==> src/rtl/iccm_dump_tx.sv <==
// iccm_dump_tx: reads a block of 32-bit words from the instruction memory and
// streams them out over a UART transmitter, framed 8N1 and sent little-endian.
// One dump runs from a one-cycle start pulse and ends with a done pulse.
module iccm_dump_tx #(
  parameter int ADDR_W = 14
) (
  input  logic              clk_i,
  input  logic              rst_ni,
  input  logic [15:0]       clks_per_bit_i,
  input  logic              start_i,
  input  logic [ADDR_W-1:0] base_addr_i,
  input  logic [ADDR_W-1:0] word_count_i,
  output logic              mem_req_o,
  output logic [ADDR_W-1:0] mem_addr_o,
  input  logic [31:0]       mem_rdata_i,
  input  logic              mem_rvalid_i,
  output logic              tx_o,
  output logic              tx_en_o,
  output logic              busy_o,
  output logic              done_o
);

  localparam logic [2:0] S_IDLE  = 3'd0;
  localparam logic [2:0] S_REQ   = 3'd1;
  localparam logic [2:0] S_WAIT  = 3'd2;
  localparam logic [2:0] S_START = 3'd3;
  localparam logic [2:0] S_DATA  = 3'd4;
  localparam logic [2:0] S_STOP  = 3'd5;
  localparam logic [2:0] S_DONE  = 3'd6;

  logic [2:0]        state_q;
  logic [ADDR_W-1:0] addr_q;
  logic [ADDR_W-1:0] remain_q;
  logic [15:0]       period_q;
  logic [15:0]       cnt_q;
  logic [2:0]        bit_q;
  logic [1:0]        byte_q;
  logic [31:0]       word_q;

  logic              bit_end;
  logic [7:0]        cur_byte;
  logic              tx_bit;

  // Last cycle of the current start/data/stop bit period.
  assign bit_end = (cnt_q == period_q - 16'd1);

  // Select the byte of the captured word currently on the line (LSB byte first).
  // NOTE: every signal assigned in always_comb gets a default first, so no path
  // leaves it unassigned and no latch is inferred.
  always_comb begin
    cur_byte = word_q[7:0];
    case (byte_q)
      2'd1:    cur_byte = word_q[15:8];
      2'd2:    cur_byte = word_q[23:16];
      2'd3:    cur_byte = word_q[31:24];
      default: cur_byte = word_q[7:0];
    endcase
  end

  // Serial line level: low for the start bit, data bit LSB first, high otherwise.
  always_comb begin
    tx_bit = 1'b1;
    case (state_q)
      S_START: tx_bit = 1'b0;
      S_DATA:  tx_bit = cur_byte[bit_q];
      default: tx_bit = 1'b1;
    endcase
  end

  // Outputs decode straight from state, so an asserted reset takes effect at once.
  assign tx_o       = tx_bit;
  assign busy_o     = (state_q != S_IDLE);
  assign tx_en_o    = busy_o;
  assign done_o     = (state_q == S_DONE);
  assign mem_req_o  = (state_q == S_REQ);
  assign mem_addr_o = addr_q;

  // Dump sequencer: fetch a word, shift out its four bytes, advance or finish.
  // NOTE: sequential state uses non-blocking assignments so every register
  // samples the pre-edge values and the update order inside the block is moot.
  always_ff @(posedge clk_i or negedge rst_ni) begin
    if (!rst_ni) begin
      state_q  <= S_IDLE;
      addr_q   <= '0;
      remain_q <= '0;
      period_q <= '0;
      cnt_q    <= '0;
      bit_q    <= '0;
      byte_q   <= '0;
      word_q   <= '0;
    end else begin
      case (state_q)
        S_IDLE: begin
          if (start_i) begin
            addr_q   <= base_addr_i;
            remain_q <= word_count_i;
            period_q <= (clks_per_bit_i == 16'd0) ? 16'd1 : clks_per_bit_i;
            state_q  <= (word_count_i == '0) ? S_DONE : S_REQ;
          end
        end
        S_REQ: state_q <= S_WAIT;
        S_WAIT: begin
          if (mem_rvalid_i) begin
            word_q  <= mem_rdata_i;
            byte_q  <= 2'd0;
            cnt_q   <= '0;
            state_q <= S_START;
          end
        end
        S_START: begin
          if (bit_end) begin
            cnt_q   <= '0;
            bit_q   <= 3'd0;
            state_q <= S_DATA;
          end else begin
            cnt_q <= cnt_q + 16'd1;
          end
        end
        S_DATA: begin
          if (bit_end) begin
            cnt_q <= '0;
            if (bit_q == 3'd7) begin
              state_q <= S_STOP;
            end else begin
              bit_q <= bit_q + 3'd1;
            end
          end else begin
            cnt_q <= cnt_q + 16'd1;
          end
        end
        S_STOP: begin
          if (bit_end) begin
            cnt_q <= '0;
            if (byte_q == 2'd3) begin
              remain_q <= remain_q - 1'b1;
              if (remain_q == {{(ADDR_W-1){1'b0}}, 1'b1}) begin
                state_q <= S_DONE;
              end else begin
                addr_q  <= addr_q + 1'b1;
                state_q <= S_REQ;
              end
            end else begin
              byte_q  <= byte_q + 2'd1;
              state_q <= S_START;
            end
          end else begin
            cnt_q <= cnt_q + 16'd1;
          end
        end
        S_DONE:  state_q <= S_IDLE;
        default: state_q <= S_IDLE;
      endcase
    end
  end

endmodule
==> config.mk <==
export PLATFORM = sky130hd
export DESIGN_NAME = iccm_dump_tx
export DESIGN_NICKNAME = d
export VERILOG_FILES = /design/src/rtl/iccm_dump_tx.sv
export SDC_FILE = /design/constraint.sdc
export NUM_CORES = 1
export LEC_CHECK = 0
export ABC_AREA = 1
export BUFFER_PORTS_ARGS = -buffer_cell sky130_fd_sc_hd__buf_2
export CORE_UTILIZATION = 25
export DETAILED_ROUTE_END_ITERATION = 7
export HOLD_SLACK_MARGIN = 0.08
export PLACE_DENSITY = 0.41
export SLEW_MARGIN = 20
export SYNTH_ARGS = -nofsm -noshare
export SYNTH_HDL_FRONTEND = slang
export SYNTH_SLANG_ARGS = --single-unit
==> constraint.sdc <==
create_clock -name clk_i -period 2.7 [get_ports clk_i]
set_input_delay 0.27 -clock clk_i [delete_from_list [all_inputs] [get_ports clk_i]]
set_output_delay 0.27 -clock clk_i [all_outputs]
set_load 0.05 [all_outputs]
# Yosys cells after proc, flatten, opt, wreduce, memory -nomap -nowiden
# Index checks and enable logic that the tools add are counted.
# totals
elab_cells	89
regBits	100
input_bits	80
output_inout_bits	19
# op_classes
magnitude_cmp	1
addsub	6
reduce_logical	17
n_mux	35
eq_ne	22
# op_table
cell	count
two-way mux 14 bit	7
one-hot mux 14 bit (2 select lines)	2
two-way mux 16 bit	3
two-way mux 3 bit	12
one-hot mux 16 bit (2 select lines)	1
one-hot mux 8 bit (3 select lines)	1
inequality test 2 bit (second input constant)	10
one-hot mux 3 bit (6 select lines)	1
adder 16 x 1 -> 16 bit (second input constant)	1
== test 16 bit	1
zero test 16 bit	1
subtractor 16 x 1 -> 16 bit (second input constant)	1
adder 14 x 1 -> 14 bit (second input constant)	1
== test 14 x 1 -> 1 bit (second input constant)	1
zero test 14 bit	1
subtractor 14 x 1 -> 14 bit (second input constant)	1
== test 3 bit (second input constant)	4
AND reduction 4 bit	3
nonzero test 2 bit	4
== test 3 x 2 -> 1 bit (second input constant)	2
two-way mux 2 bit	3
one-hot mux 3 bit (2 select lines)	1
AND reduction 2 bit	3
AND reduction 6 bit	1
other kinds (14)	15

# Logic depth before layout (Yosys ltp)
# Gate-level depths: netlist of the first run.
# depth
word_depth	5
ltp_mapped	16
depth_no_buf	16

# Worst setup path before layout of the first run
# OpenSTA, ideal clock, no wires.
# synth_timing
path_type	register to output
start	register byte_q[0]
end	output port tx_o
stages_incl_launch_ff	10
required_time_ns	2.430
setup_slack_ns	0.600
n_path_buf	1
t_arrival_ns	1.830
path_cell_list	dfrtp_1 -> inv_1 -> ha_1 -> inv_1 -> clkbuf_1 -> o221ai_1 -> nand3_1 -> nand3_1 -> a21o_1 -> nand2_1
# synth_via
elab_chain_len	5
elab_cells_between_ends	7
classes_between	eq/ne (3); mux (4)
# synth_lines
element	line	source
start, declared	37	logic [1:0] byte_q;
start signal, assigned	143	byte_q <= byte_q + 2'd1;
== test 2 bit / == test 2 x 1 -> 1 bit (equally long branches)	52	case (byte_q)
one-hot mux 8 bit (3 select lines) *	52	
binary-select mux 1 bit (select 3 bit) *	65	S_DATA: tx_bit = cur_byte[bit_q];
two-way mux 1 bit (not written as such) *	65	
one-hot mux 1 bit (2 select lines) *	63	case (state_q)
end, declared	17	output logic tx_o,
# Mark *: on every way between the ends. The rest lies on a longest branch, timed or not. The select of a mux whose other input is x is not followed.

# Worst setup path after layout of the first run
# Ends and elaborated chain as after synthesis.

==> impl_metrics.yaml, run 1 <==
run_status:
  status: "finished, final reports clean"
setup_path:
  cp_cell_sequence: "inv_1, ha_2, a21oi_1, a31oi_1, o21ai_0, nand3_1, nand3_1, a21o_1, nand2_1, clkbuf_4"
  crit_required_ps: 2430
  slowest_stage: "dfrtp_1"
  reg2reg_slack_ps: 320
  critical-path-max-stage-delay_ps: 450
  crit_fanout: 5
  arrival_ps: 2320
  critical_path_class: "flop to output port"
  end_kind: "output port"
  cp_common_cell: "nand3_1"
  cp-start-kind: "flop"
global_routing:
  first_global_vias: 5667
  grt_max_degree: 82
  met2_usage_pct: 23.5
  met1_usage_pct: 19.4
  use_met3_pct: 2.62
  grt_most_used_layer: "met2"
  grt_pass1_wl_um: 29700
  grt_usage_pct: 14.3
  antenna_found_initial: 0
  grt-ovfl-total: 0
detailed_routing:
  wl_per_cell_um: 14.3
  drc_errors: 0
  first_iter_violations: 255
  vias: 5676
  via_per_inst: 4.48
  drt-total-wl_um: 18100
  ant_nets: 0
  drt_pre_antenna_iters: 5
power:
  combPwrFrac_pct: 48.1
  switching_share_pct: 47.7
  switchingPower_uw: 3800
  p_seq_share_pct: 34.5
  ir_drop_mv: 0.573
  power.density_mw_per_mm2: 1050
  p_int_uw: 4170
  p_clk_share_pct: 17.3
  p_leak_uw: 0.00368
synth:
  synth_top_flop_cell: "dfrtp_1"
  synth-seq-area-share_pct: 39.3
  synth.area.top_cells: "dfrtp_1 (39%), nand2_1 (15%), mux2_2 (6.4%)"
  avgSynthCellArea_um2: 7.60
  synth-edff-count: 0
  synth_seq_cells: 100
  synth_warnings: 0
  yosysTopAreaCellShare_pct: 39.3
  yosysUniqueCellTypes: 47
  async_reset_ff_share_pct: 100
  synth_top_area_cell: "dfrtp_1"
  synth.net_count: 929
  netlist_area_mm2: 0.00637
  syn_inst: 838
floorplanning:
  core_mm2: 0.0251
  start_util_pct: 25.4
  ios: 99
  num_rows: 58
  die-area_mm2: 0.0261
  die_h_um: 162
  die_w_um: 162
sta:
  period_needed_ps: 2590
  tightest_slew_ps: 788
  clock.fmax_mhz: 387
  slew_viol_final: 0
  final.setup_skew_ps: 12.4
  fin_tns_setup_ps: 0
  holdWs_ps: 131
  rsz0062_at_grt: "false"
  hold_viol_final: 0
  post-route-period-util_pct: 95.8
  setup_violations: 0
  maxSlewHeadroom_pct: 47.3
clock_tree:
  clockBufferDepth: 2
  htreeDepth: 3
  numCtsBuffers: 9
  cts-root-buf: "clkbuf_16"
  cts_tree: "done"
  clkLatencyLatePin_ps: 360
  clkTransAtPathRegs_ps: 90
  cts.sinks: 100
layout:
  fin_area_mm2: 0.00759
  antennaDiodeCount: 0
  nNetsFinal: 1022
  final_util_pct: 30.2
  area_growth_pct: 19.1
  final.fill_count: 2741
  layout_common_cells: "nand2_1 (255), dfrtp_1 (100), buf_2 (96)"
  mostFrequentLayoutCell: "nand2_1"
  drive_gt1_share_pct: 20.9
placed_design:
  placed_area_mm2: 0.00720
  place.gp.congestion: 0.794
  io_buffers: 98
  dp_hpwl_um: 13200
hold_path:
  hold_path_class: "primary input to flop"
job:
  cap_violations: 0
[flip-flops by register name (all words and copies together), names as in the netlist]
register,cells
cnt_q,16
state_q,3
mem_addr_o,14
byte_q,2
remain_q,14
word_q,32
bit_q,3
period_q,16
[layer usage]
layer / share of wire (%) / routed length [µm]
met3: 3.4 / 609
met4: 1.2 / 208
met2: 46 / 8360
met1: 49 / 8890
met5: 0 / 0
[synth_stat cells, types with 5 or more instances]
library cell  number
xnor2_1            8
nand3b_1           6
inv_1             72
a21oi_1           20
nor3_1            15
ha_1              11
nor4_1             6
nand2_1          256
mux2_2            36
xor2_1            28
nor2_2             6
nand4_1           11
o21ai_0           36
clkbuf_1          14
nand3_1           78
dfrtp_1          100
nor2_1            73
buf_2              5
buf_6              5
a31oi_1            5
[metrics by stage]
stage | setup slack (ps) | power, µW | std cells
after floorplan | 600 | 5630 | 838
after global placement | 316 | 6630 | 1246
after detailed placement | 271 | 6610 | 1246
after CTS | 9.10 | 8030 | 1263
after global routing | 14.0 | 8690 | 1266
final | 114 | 7970 | 1266
[what timing repair did]
item,CTS,global route
pin swaps,0,1
hold buffers,1,0
buffers inserted,0,2
resized for setup,2,7
hold endpoints to repair,19,0
gates cloned,0,1
setup endpoints to repair,1,6
[kinds of logic after synthesis]
logic type                 Yosys count  synth area share, %
AOI/OAI and AO/OA                   79                 7.29
xor gates and xnor gates            37                 5.20
adders and majority gates           11                 2.16
buffers and inverters              106                 7.03
DFF                                100                 39.3
muxes                               36                 6.36
and+or+nand+nor                    469                 32.7
[critical path, delay by kind of cell (launching register included)]
family	cells	cell delay, ps
DFF	1	450
and+or+nand+nor	3	220
AOI/OAI and AO/OA	4	600
adders and majority gates	1	290
buffers and inverters	2	390
[power by group through the flow]
stage / combinational, µW / sequential (µW) / clock [µW]
2_1_floorplan: 2710 / 2930 / 0
3_3_place_gp: 3830 / 2800 / 0
3_5_place_dp: 3840 / 2770 / 0
4_1_cts: 3850 / 2760 / 1430
5_1_grt: 4340 / 2860 / 1490
6_report: 3840 / 2750 / 1380
[area by class of cell]
| cell class | instances | area (µm²) | share of cell area [%] |
|---|---|---|---|
| Clock buffer | 9 | 225 | 2.97 |
| Clock inverter | 7 | 88.8 | 1.17 |
| Inverter | 76 | 285 | 3.76 |
| Multi-Input combinational cell | 633 | 3460 | 45.7 |
| Timing Repair Buffer | 111 | 608 | 8.01 |
| Tap cell | 330 | 413 | 5.44 |
| Sequential cell | 100 | 2500 | 33.0 |
[final timing paths]
path                                 start              to  depth (start not counted)
max                              byte_q[0]            tx_o                         10
min                        mem_rdata_i[13]      word_q[13]                          2
max reg2reg                     state_q[1]  mem_addr_o[13]                          8
min reg2reg                   remain_q[13]    remain_q[13]                          2
max in group asynchronous           rst_ni        bit_q[1]                          3
min in group asynchronous           rst_ni     period_q[9]                          2
Power figures use the tool's default switching activity.
==> run 2, diff against run 1 <==
==> constraint.sdc (replaced) <==
create_clock -name clk_i -period 2.4 [get_ports clk_i]
set_input_delay 0.24 -clock clk_i [delete_from_list [all_inputs] [get_ports clk_i]]
set_output_delay 0.24 -clock clk_i [all_outputs]
set_load 0.05 [all_outputs]
==> run 2 against run 1 <==
  * Combinational power rose by 20%
  * Global-route usage up 0.25 points
  * Sequential cell count unchanged
  * Critical path depth is 1 higher
  * Setup slack worse by 36 ps
  * Clock power grew 12%
  * Final cell count rose by 1.3%
  * Sequential share of layout area fell by 1.0 points
  * Register-to-register slack got worse by 100 ps
  * Utilization up 1.0 points
  * Routed wire length increased by 0.75%
==> impl_metrics.yaml, run 2 (synthesis results as in run 1) <==
run_status:
  status: "finished, final reports clean"
floorplanning:
  num_rows: 58
  ios: 99
  die-area_mm2: 0.0261
  die_w_um: 162
  start_util_pct: 25.4
  core_mm2: 0.0251
  die_h_um: 162
detailed_routing:
  first_iter_violations: 260
  wl_per_cell_um: 14.2
  drt_pre_antenna_iters: 5
  drt-total-wl_um: 18200
  vias: 5666
  via_per_inst: 4.42
  drc_errors: 0
  ant_nets: 0
sta:
  worst_slack_ps: 77.8
  rsz0062_at_grt: "true"
  final.setup_skew_ps: 12.8
  tightest_slew_ps: 463
  hold_viol_final: 0
  maxSlewHeadroom_pct: 69.0
  clock.fmax_mhz: 431
  slew_viol_final: 0
  setup_violations: 0
  post-route-period-util_pct: 96.8
  period_needed_ps: 2320
clock_tree:
  numCtsBuffers: 9
  clkTransAtPathRegs_ps: 90
  cts.sinks: 100
  clockBufferDepth: 2
  clkLatencyLatePin_ps: 360
  cts_tree: "done"
  cts-root-buf: "clkbuf_16"
  htreeDepth: 3
setup_path:
  critical_path_class: "flop to output port"
  slowest_stage: "dfrtp_2"
  cp-start-kind: "flop"
  critical-path-max-stage-delay_ps: 450
  path_buf_inv: 3
  arrival_ps: 2080
  crit_required_ps: 2160
  critPathTopFamily: "flip-flops"
  crit_fanout: 7
  end_kind: "output port"
  cp_cell_sequence: "buf_6, ha_4, buf_6, nand2_4, nand2_2, o221ai_2, nand3_1, nand3_1, a21o_1, nand2_2, buf_8"
power:
  p_seq_share_pct: 33.6
  switching_share_pct: 47.3
  p_leak_uw: 0.00380
  combPwrFrac_pct: 49.7
  p_int_uw: 4870
  power.density_mw_per_mm2: 1180
  fin_total_pwr_uw: 9240
  switchingPower_uw: 4370
  ir_drop_mv: 0.521
  p_clk_share_pct: 16.7
global_routing:
  grt-ovfl-total: 0
  grt_pass1_wl_um: 30200
  grt_usage_pct: 14.6
  grt_max_degree: 63
  first_global_vias: 5691
  antenna_found_initial: 0
layout:
  largest_reg_flops: 32
  regMostFlops: "word_q"
  nNetsFinal: 1039
  stdcell_count: 1283
  area_growth_pct: 23.1
  mostFrequentLayoutCell: "nand2_1"
  antennaDiodeCount: 0
  reg.largest.list: "word_q: 32 flops, cnt_q: 16 flops, period_q: 16 flops"
  layout_common_cells: "nand2_1 (250), dfrtp_1 (98), buf_2 (96)"
  drive_gt1_share_pct: 24.1
placed_design:
  io_buffers: 98
  preCtsSetupSlack_ps: 67.7
  place.gp.congestion: 0.789
  dp_cells: 1254
  dp_hpwl_um: 13500
hold_path:
  hold_path_class: "primary input to flop"
job:
  cap_violations: 0
[run 2: cell count changes in the layout (fill, tap and decap cells not counted), moves of 3 or more]
cell	previous run	this run
buf_4	12	24
buf_6	0	5
ha_4	2	5
nand2_1	255	250
nand2_2	5	9
nor2_1	73	69
nor2_2	6	10
o221ai_1	4	1
o221ai_2	0	3
[run 2: final cells by class]
cell class,instances,area [µm²]
timing repair buffer,129,782
clock buffer,9,225
sequential,100,2500
tap,330,413
fill,2776,17300
inverter,76,288
multi-input combinational,632,3540
clock inverter,7,86.3
[run 2: timing repair]
action	4_1_cts	5_1_grt
hold buffers	1	0
gates resized for setup	15	27
buffers inserted	5	7
pin swaps	1	14
setup endpoints to repair	1	48
cloned	0	0
endpoints found under the hold margin	25	0
[run 2: through the flow]
stage          utilization, %  cell area [µm²]  TNS [ps]  hold slack [ps]
2_1_floorplan               -             6370         0            -55.6
3_3_place_gp             29.0             7270         0              203
3_5_place_dp             29.0             7270         0              206
4_1_cts                  30.6             7690         0             80.7
5_1_grt                  31.2             7840     -50.1             92.3
6_report                 31.2             7840         0             99.1
[run 2: power by group through the flow]
stage	clock [µW]	combinational, µW	sequential (µW)
floorplan	0	3050	3290
global placement	0	4390	3140
detailed placement	0	4410	3110
CTS	1610	4500	3090
global route	1660	5200	3230
finish	1540	4590	3110
[run 2: final timing paths]
kind	from	end	slack, ps	depth (start not counted)
max	byte_q[1]	tx_o	80	11
min	mem_rdata_i[13]	word_q[13]	100	2
max reg2reg	period_q[1]	remain_q[5]	220	13
min reg2reg	remain_q[13]	remain_q[13]	480	2
max in group asynchronous	rst_ni	byte_q[0]	1340	3
min in group asynchronous	rst_ni	period_q[13]	350	2
[run 2: layer usage]
metal	vias up	routed length, µm	global-route usage [%]
met5	-	0	0
met4	0	167	3.39
met3	9	568	2.49
met2	93	8500	24.0
met1	2625	8960	19.9
li1	2939	-	-
==> run 3, diff against run 2 <==
==> constraint.sdc (replaced) <==
create_clock -name clk_i -period 2.4 [get_ports clk_i]
set_input_delay 0.24 -clock clk_i [delete_from_list [all_inputs] [get_ports clk_i]]
set_output_delay 0.24 -clock clk_i [all_outputs]
set_load 0.01 [all_outputs]
==> run 3 against run 2 <==
  * Total power down 4.8%
  * Fmax up 2.8%
  * Worst hold slack better by 2.9 ps
  * Global-route usage down 0.069 points
  * Cell area down 0.57%
  * Sequential power about the same
  * Sequential cell count unchanged
  * Critical path depth down 1
  * Via count up 1.6%
  * Register-to-register slack about the same
==> impl_metrics.yaml, run 3 (synthesis results as in run 1) <==
run_status:
  status: "finished, final reports clean"
sta:
  final.setup_skew_ps: 13.2
  setup_violations: 0
  slew_viol_final: 0
  clock.fmax_mhz: 443
  hold_viol_final: 0
  rsz0062_at_grt: "true"
  tightest_slew_ps: 524
  worst_slack_ps: 142
  maxSlewHeadroom_pct: 64.7
  fin_tns_setup_ps: 0
  period_needed_ps: 2260
  post-route-period-util_pct: 94.1
placed_design:
  dp_hpwl_um: 13900
  place.gp.congestion: 0.777
  io_buffers: 98
  preCtsSetupSlack_ps: 115
  placed_area_mm2: 0.00726
detailed_routing:
  wl_met2_um: 8460
  drt-total-wl_um: 18200
  drc_errors: 0
  wl_met1_um: 8840
  ant_nets: 0
  vias: 5757
  routed-wl-met3_um: 760
  top_layer_used: "met4"
  drt_pre_antenna_iters: 5
  wl_per_cell_um: 14.2
  via_per_inst: 4.48
  first_iter_violations: 294
floorplanning:
  die-area_mm2: 0.0261
  core_mm2: 0.0251
  num_rows: 58
  die_h_um: 162
  ios: 99
  start_util_pct: 25.4
  die_w_um: 162
layout:
  drive_gt1_share_pct: 23.5
  regMostFlops: "word_q"
  layout_common_cells: "nand2_1 (255), dfrtp_1 (98), buf_2 (97)"
  area_growth_pct: 22.3
  nNetsFinal: 1040
  antennaDiodeCount: 0
  fin_area_mm2: 0.00779
  reg.largest.list: "word_q: 32 flops, cnt_q: 16 flops, period_q: 16 flops"
  mostFrequentLayoutCell: "nand2_1"
  largest_reg_flops: 32
hold_path:
  hold_start: "mem_rdata_i[12]"
  hold_path_class: "primary input to flop"
setup_path:
  end_kind: "output port"
  crit_fanout: 8
  slowest_stage: "dfrtp_2"
  arrival_ps: 2020
  crit_required_ps: 2160
  cp-start-kind: "flop"
  worstReg2RegStart: "period_q[1]"
  critical_path_class: "flop to output port"
  critical-path-max-stage-delay_ps: 450
  cp_cell_sequence: "buf_4, ha_4, nand2_1, a31oi_1, o21ai_0, nand3_1, nand3_1, a21o_1, nand2_1, buf_2"
  crit_start: "byte_q[0]"
clock_tree:
  numCtsBuffers: 9
  clkLatencyLatePin_ps: 360
  cts-root-buf: "clkbuf_16"
  clkTransAtPathRegs_ps: 90
  htreeDepth: 3
  clockBufferDepth: 2
  cts_tree: "done"
  cts.sinks: 100
power:
  switching_share_pct: 44.5
  p_leak_uw: 0.00377
  p_seq_share_pct: 35.5
  p_clk_share_pct: 17.6
  combPwrFrac_pct: 46.9
  power.density_mw_per_mm2: 1130
  p_int_uw: 4880
  switchingPower_uw: 3910
  ir_drop_mv: 0.513
global_routing:
  grt_usage_pct: 14.5
  grt-ovfl-total: 0
  antenna_found_initial: 0
  grt_max_degree: 41
  first_global_vias: 5794
  grt_pass1_wl_um: 30000
job:
  cap_violations: 0
## run 3: changes by cell type in the layout (fill, tap and decap cells not counted), sizes merged
cell   before  now
nand2     263  264
## run 3: power groups by stage
stage / Combinational (µW) / Clock, µW / Sequential (µW)
4_1_cts: 3990 / 1610 / 3120
3_5_place_dp: 3960 / 0 / 3140
2_1_floorplan: 2920 / 0 / 2950
3_3_place_gp: 3940 / 0 / 3150
6_report: 4120 / 1540 / 3120
5_1_grt: 4730 / 1680 / 3240
## run 3: final timing paths
kind,endpoint,slack (ps),depth (start not counted)
worst max-delay path,tx_o,140,10
worst min-delay path,word_q[12],100,2
worst max register to register,byte_q[1],220,14
worst min register to register,remain_q[13],490,2
max in group asynchronous,cnt_q[14],1250,3
min in group asynchronous,period_q[11],380,2
## run 3: final cells by class
class / count / area [µm²]
multi-input cells: 633 / 3520
clock buffers: 9 / 225
inverters: 76 / 288
clock inverters: 7 / 91.3
flip-flops and latches: 100 / 2500
repair buffers: 129 / 753
fillers: 2753 / 17300
well taps: 330 / 413
## run 3: timing repair
item / CTS / global route
buffers inserted: 0 / 10
endpoints found under the setup margin: 1 / 44
pin swaps: 0 / 2
hold buffers: 1 / 0
gates cloned: 0 / 1
endpoints found under the hold margin: 30 / 0
resized for setup: 7 / 16
## run 3: per-layer routing
layer	vias up	GRT usage [%]
li1	2944	-
met1	2694	19.5
met2	109	23.7
met3	10	3.21
met4	0	3.39
met5	-	0
## run 3: through the flow
step	hold WS (ps)	cells	utilization [%]	total power (µW)
after detailed placement	231	1256	28.9	7100
final	102	1284	31.0	8790
after CTS	85.4	1273	30.4	8720
after floorplan	-55.6	838	-	5880
after global placement	230	1256	28.9	7100
after global routing	85.9	1284	31.0	9650
## run 3: critical path: cells and delay by family (launching register included)
family          cells  cell delay (ps)
simple gates        4              270
buf+inv             2              280
flops               1              450
fa+ha+maj           1              180
compound gates      3              480
